===== config.mk =====
export PLATFORM = sky130hd
export DESIGN_NAME = hazard_scoreboard
export DESIGN_NICKNAME = d
export VERILOG_FILES = /design/src/rtl/hazard_scoreboard.sv
export SDC_FILE = /design/constraint.sdc
export NUM_CORES = 1
export LEC_CHECK = 0
export CAP_MARGIN = 10
export CORE_MARGIN = 2
export CORE_UTILIZATION = 51
export CTS_CLUSTER_DIAMETER = 60
export CTS_CLUSTER_SIZE = 24
export DETAILED_ROUTE_END_ITERATION = 12
export GPL_ROUTABILITY_DRIVEN = 0
export PLACE_DENSITY = 0.74
export SETUP_SLACK_MARGIN = 0.15
export SYNTH_ARGS = -nofsm -noshare
export SYNTH_HDL_FRONTEND = slang
export SYNTH_SLANG_ARGS = --single-unit
export TNS_END_PERCENT = 50

===== constraint.sdc =====
create_clock -name CLK -period 6.2 [get_ports CLK]
set_clock_uncertainty 0.2 [all_clocks]
set_input_delay 0.62 -clock CLK [delete_from_list [all_inputs] [get_ports CLK]]
set_output_delay 0.62 -clock CLK [all_outputs]
set_load 0.1 [all_outputs]

===== src/rtl/hazard_scoreboard.sv =====
// Register-write hazard scoreboard: per-register outstanding-write counters,
// issue stall generation and a RUN/DRAIN/DRAINED quiesce FSM.
// Optional stall-cycle statistics counter enabled by SCOREBOARD_STATS_EN.

module hazard_scoreboard_cnt #(
  parameter int CNT_W = 2
) (
  input  logic clk,
  input  logic reset,
  input  logic flush,
  input  logic inc,
  input  logic dec,
  output logic busy,
  output logic full,
  output logic underflow
);
  logic [CNT_W-1:0] cnt;

  always_ff @(posedge clk) begin
    if (reset || flush)
      cnt <= '0;
    else if (inc && !dec)
      cnt <= cnt + CNT_W'(1);
    else if (dec && !inc && cnt != '0)
      cnt <= cnt - CNT_W'(1);
  end

  assign busy      = |cnt;
  assign full      = &cnt;
  assign underflow = dec && (cnt == '0);
endmodule

module hazard_scoreboard #(
  parameter int CNT_W = 2
) (
  input  logic        CLK,
  input  logic        reset,
  input  logic        issue_valid,
  input  logic [4:0]  issue_rs,
  input  logic [4:0]  issue_rt,
  input  logic        issue_uses_rs,
  input  logic        issue_uses_rt,
  input  logic        issue_RegWrite,
  input  logic [4:0]  issue_rw,
  input  logic        wb_RegWrite,
  input  logic [4:0]  wb_rw,
  input  logic        UART_write_enable,
  input  logic        flush,
  input  logic        drain_req,
  output logic        stall,
  output logic        issue_fire,
  output logic [31:0] busy_vec,
  output logic        drained,
  output logic        wb_err
`ifdef SCOREBOARD_STATS_EN
  ,
  output logic [31:0] stall_cycles
`endif
);
  typedef enum logic [1:0] {RUN, DRAIN, DRAINED} state_t;

  state_t      state, state_nxt;
  logic [31:0] busy_raw, full, underflow;
  logic        retire;

  assign retire = wb_RegWrite || UART_write_enable;

  // Register 0 is hardwired idle; its writes and retires are ignored.
  assign busy_raw[0]  = 1'b0;
  assign full[0]      = 1'b0;
  assign underflow[0] = 1'b0;

  for (genvar i = 1; i < 32; i++) begin : g_reg
    hazard_scoreboard_cnt #(.CNT_W(CNT_W)) u_cnt (
      .clk       (CLK),
      .reset     (reset),
      .flush     (flush),
      .inc       (issue_fire && issue_RegWrite && issue_rw == 5'(i)),
      .dec       (retire && wb_rw == 5'(i)),
      .busy      (busy_raw[i]),
      .full      (full[i]),
      .underflow (underflow[i])
    );
  end

  // Hazards are evaluated on registered counters only: no same-cycle bypass.
  assign stall = issue_valid && ((state != RUN)
                 || (issue_uses_rs && busy_raw[issue_rs])
                 || (issue_uses_rt && busy_raw[issue_rt])
                 || (issue_RegWrite && full[issue_rw]));
  assign issue_fire = issue_valid && !stall;

  assign busy_vec = reset ? 32'd0 : busy_raw;
  assign drained  = (state == DRAINED) && !reset;

  always_ff @(posedge CLK) begin
    if (reset) begin
      state  <= RUN;
      wb_err <= 1'b0;
    end else begin
      state  <= state_nxt;
      wb_err <= wb_err || (|underflow);
    end
  end

  always_comb begin
    state_nxt = state;
    case (state)
      RUN:     if (drain_req) state_nxt = DRAIN;
      DRAIN:   if (busy_raw == 32'd0) state_nxt = DRAINED;
      DRAINED: if (!drain_req) state_nxt = RUN;
      default: state_nxt = RUN;
    endcase
  end

`ifdef SCOREBOARD_STATS_EN
  always_ff @(posedge CLK) begin
    if (reset)
      stall_cycles <= 32'd0;
    else if (stall)
      stall_cycles <= stall_cycles + 32'd1;
  end
`endif
endmodule

# ---- Word-level counts from Yosys, hierarchy flattened
# Cells that the tools add are included.
dict set report totals {
  rom_bits 0
  input_bits 30
  ram_bits 0
  word_cells 661
  latchBits 0
  reg_bits 65
  memories 0
  out_inout_bits 36
}
dict set report op_classes {
  shifts 0
  reduce_logical 423
  magnitude_cmp 3
  mul 0
  n_eq_ne 67
  n_mux 73
  n_addsub 62
  bitwise_logic 0
  n_div 0
}
# operator count
set op_table {}
lappend op_table {{logical AND 1 bit} 193}
lappend op_table {{== test 5 bit (second input constant)} 32}
lappend op_table {{two-way mux 2 bit} 65}
lappend op_table {{nonzero test 2 bit} 63}
lappend op_table {{== test 5 x 4 -> 1 bit (second input constant)} 16}
lappend op_table {{zero test 1 bit} 64}
lappend op_table {{zero test 2 bit} 32}
lappend op_table {{adder 2 x 1 -> 2 bit (second input constant)} 31}
lappend op_table {{AND reduction 2 bit} 31}
lappend op_table {{OR reduction 2 bit} 31}
lappend op_table {{subtractor 2 x 1 -> 2 bit (second input constant)} 31}
lappend op_table {{== test 5 x 3 -> 1 bit (second input constant)} 8}
lappend op_table {{zero test 32 bit} 1}
lappend op_table {{two-way mux 32 bit} 1}
lappend op_table {{OR reduction 31 bit} 1}
lappend op_table {{== test 5 x 2 -> 1 bit (second input constant)} 4}
lappend op_table {{< comparator 5 x 6 -> 1 bit (second input constant)} 3}
lappend op_table {{binary-select mux 1 bit (select 5 bit)} 3}
lappend op_table {{== test 5 x 1 -> 1 bit (second input constant)} 2}
lappend op_table {{logical OR 1 bit} 6}
lappend op_table {{inequality test 2 bit (second input constant)} 3}
lappend op_table {{case mux 2 bit (3 select lines)} 1}
lappend op_table {{two-way mux 1 bit} 3}
lappend op_table {{AND reduction 3 bit} 1}
lappend op_table {{other kinds (2)} 2}

# ---- Longest topological paths before layout
dict set report depth {
  word_depth 17
  ltp_mapped 13
  ltp_nobuf 8
}

# ---- By module
# A second synthesis with hierarchy kept.
dict set report unflattened {
  cells_unflattened 757
  area_unflattened_um2 6115.9
}
# module instances cells_per_inst area_each_um2 seq_area_each_um2
set by_module_without_submodules {}
lappend by_module_without_submodules {hazard_scoreboard_cnt 31 16 132.6 40.0}
lappend by_module_without_submodules {hazard_scoreboard 1 261 2004.4 60.1}

# ---- Least setup slack after synthesis
# OpenSTA, ideal clock, no wires.
dict set report synth_timing {
  path_kind {input to output}
  start {input issue_rw[1]}
  end {output stall}
  cell_stages 12
  arrival_ns 3.742
  setup_slack_ns 1.638
  required_time_ns 5.380
  n_path_buf 5
  cell_sequence {buf_4 > nor2b_1 > buf_2 > a311oi_1 > a221o_1 > a311oi_1 > or2_1 > buf_2 > buf_6 > buf_6 > a2111oi_1 > nor2b_1}
}
dict set report synth_via {
  elab_chain_cells 5
}
# item line
set synth_rtl {}
lappend synth_rtl {{start, declared} 44} ;# input logic [4:0] issue_rw,
lappend synth_rtl {{binary-select mux 1 bit (select 5 bit)} 90} ;# || (issue_RegWrite && full[issue_rw]));
lappend synth_rtl {{two-way mux 1 bit (implied by the code)} 90}
lappend synth_rtl {{logical AND 1 bit} 90}
lappend synth_rtl {{logical OR 1 bit} 90}
lappend synth_rtl {{logical AND 1 bit} 87} ;# assign stall = issue_valid && ((state != RUN)
lappend synth_rtl {{end, declared} 50} ;# output logic stall,
# Every way passes these cells. The select of a mux whose other input is x is not followed.

# ---- Worst setup path after layout
dict set report layout_timing {
  start {input issue_rw[0]}
  end {output stall}
}
# Same word-level chain as after synthesis.

==> run_results.csv <==
group,metric,value,unit
critical_path,arrival,3860,ps
logic_synthesis,postSynth.asyncResetShare,0,%
final_layout,drive_gt1_share,8.87,%
global_routing,grt-ovfl-total,0,
critical_path,worstSetupEndpointType,"primary output",
logic_synthesis,netlist_instances,785,
logic_synthesis,avgSynthCellArea,7.40,um2
routing,vias,7074,
routing,drt_pre_antenna_iters,9,
placed_design,numPortBuffers,64,
routing,drt_wl_total,22800,um
sta,finalHoldViolations,0,
clocking,ctsHoldBuffers,0,
logic_synthesis,synth_commonest_cells,"nor2_1, nand2_1, dfxtp_1, nor3_1, nand3_1",
clocking,cts_buffer_depth,2,
run_status,status,"finished clean",
flow_run,drv_cap,0,
clocking,cts_tree,"built",
logic_synthesis,yosysSeqAreaShare,22.4,%
sta,worstMarginPinSlew,1130,ps
pwr,vdd_drop_max,0.000129,V
clocking,cts_buffers,9,
logic_synthesis,synth_most_common_cell,"nor2_1",
critical_path,slowest_delay,840,ps
floorplan,num_io_pins,66,
routing,routedWlPerCell,23.7,um
sta,final.period_utilization,75.5,%
critical_path,cp-start-kind,"primary input",
routing,viasPerCell,7.35,
global_routing,grt_max_degree,50,
floorplan,start_util,52.9,%
floorplan,core_area,0.0110,mm2
logic_synthesis,synth_area_leaders,"dfxtp_1, nor2_1, nand2_1, mux4_2, nor3_1",
sta,holdWs,292,ps
routing,drtIter0Drc,1137,
placed_design,dp_hpwl,16500,um
logic_synthesis,yosys.area.top_type,"dfxtp_1",
pwr,p_per_area,169,mW/mm2
final_layout,fin_area,0.00672,mm2
sta,fmaxAchievable,0.214,GHz
global_routing,grt_pass1_vias,6460,
logic_synthesis,yosysTopAreaCellShare,22.4,%
critical_path,crit_slowest_cell,"clkdlybuf4s50_1",
placed_design,place_area,0.00644,mm2
logic_synthesis,synth_nets,815,
global_routing,antenna_found_initial,0,
sta,max_slew_margin,24.0,%
clocking,post-cts-setup-buffers,0,
clocking,clkSinkCount,65,
final_layout,area_growth,15.7,%
floorplan,die-area,0.0123,mm2
routing,ant_nets,0,
logic_synthesis,synth_edf_count,0,
logic_synthesis,yosys_register_bits,65,
sta,finalMaxSlewViolations,0,
logic_synthesis,syn_area,0.00581,mm2
clocking,clockRootBuffer,"clkbuf_16",
clocking,cts_max_level,3,
critical_path,crit_required,5380,ps
floorplan,die_w,111,um
final_layout,final_util,61.2,%
floorplan,die_y,111,um
sta,rsz0062_at_grt,"no",
global_routing,grt_use_total,35.6,%
hold_path,hp-class,"register to register",
logic_synthesis,synth_ff_type,"dfxtp_1",
final_layout,final_nets,848,
sta,setup_violations,0,
logic_synthesis,ys_warn_count,0,
clocking,cts_resized,0,
critical_path,startpoint,"issue_rw[0]",
final_layout,diodes,0,
hold_path,min_from,"g_reg[22].u_cnt.cnt[1]",
critical_path,worst-setup-path-type,"primary input to primary output",
critical_path,worstPathMaxFanout,15,
routing,drc,0,
global_routing,grt_pass1_wl,34600,um
clocking,clk_latency,350,ps
pwr,p_leak,0.00218,uW
critical_path,path_cells,"clkdlybuf4s50_1 -> nor2b_1 -> a311oi_1 -> a221o_1 -> a311oi_1 -> or2_2 -> a2111oi_1 -> nor2b_1 -> buf_12",
clocking,clkTransAtPathRegs,50,ps
sta,finalSetupTns,0,ps
sta,fin_crit,4680,ps
critical_path,r2r_start,"g_reg[27].u_cnt.cnt[0]",
floorplan,rows,38,
logic_synthesis,ys_types,76,
[cell type report]
cell class	count	area (um2)
clock buffer	13	260
tap	140	175
inverter	15	56.3
clock inverter	3	15.0
multi-input combinational	653	4190
sequential	65	1300
fill	980	4270
timing repair buffer	74	723
[logic make-up after synthesis]
logic type / synth area share (%)
AO/OA/AOI/OAI: 25.5
XOR/XNOR: 3.32
buffers and inverters: 5.62
flip-flops: 22.4
multiplexers: 5.80
other: 0.0646
AND/OR/NAND/NOR: 37.3
[per-layer routing]
layer / share of wire (%) / vias up / GRT usage [%]
li1: - / 3061 / -
met1: 36 / 3231 / 44.3
met2: 43 / 614 / 55.1
met3: 14 / 168 / 9.90
met4: 7.5 / 0 / 20.6
met5: 0 / - / 0
[critical path: cells and delay by family]
family	cells	cell delay, ps
compound gates	4	990
simple gates	3	1180
buf+inv	2	1050
[sequential cells by signal (all words and copies together), names as in the netlist]
register,cells
g.u_cnt.cnt,62
state,2
wb_err,1
[through the flow]
step           setup WS (ps)  std cells  total power, uW
6_report                1520        963             1130
5_1_grt                 1360        963             1160
3_5_place_dp            1460        947              642
4_1_cts                 1640        963             1120
3_3_place_gp            1640        947              638
2_1_floorplan           1640        785              582
[layout by cell type, fill, tap and decap left out, types with 11 or more instances in the layout]
cell type        instances
a211oi_1                17
a21oi_1                 19
a22oi_1                 11
a311oi_1                15
a31oi_1                 21
and3_1                  13
buf_4                   11
clkdlybuf4s50_1         62
dfxtp_1                 65
inv_1                   14
mux4_2                  14
nand2_1                 96
nand3_1                 41
nand4_1                 20
nor2_1                 109
nor2b_1                 13
nor3_1                  44
nor4_1                  15
o211ai_1                25
o21ai_0                 16
xnor2_1                 20
[final timing paths]
path	to	slack, ps	cells past startpoint
min reg2reg	g_reg[22].u_cnt.cnt[1]	290	2
max reg2reg	g_reg[26].u_cnt.cnt[0]	2410	9
min	g_reg[22].u_cnt.cnt[1]	290	2
max	stall	1520	9
[report_power, final]
| group | switching [uW] | internal (uW) | total (uW) |
|---|---|---|---|
| Clock | 199 | 290 | 489 |
| Combinational | 159 | 60.5 | 219 |
| Sequential | 3.43 | 420 | 424 |
| Total | 361 | 771 | 1130 |
(Power assumes the default switching activity.)
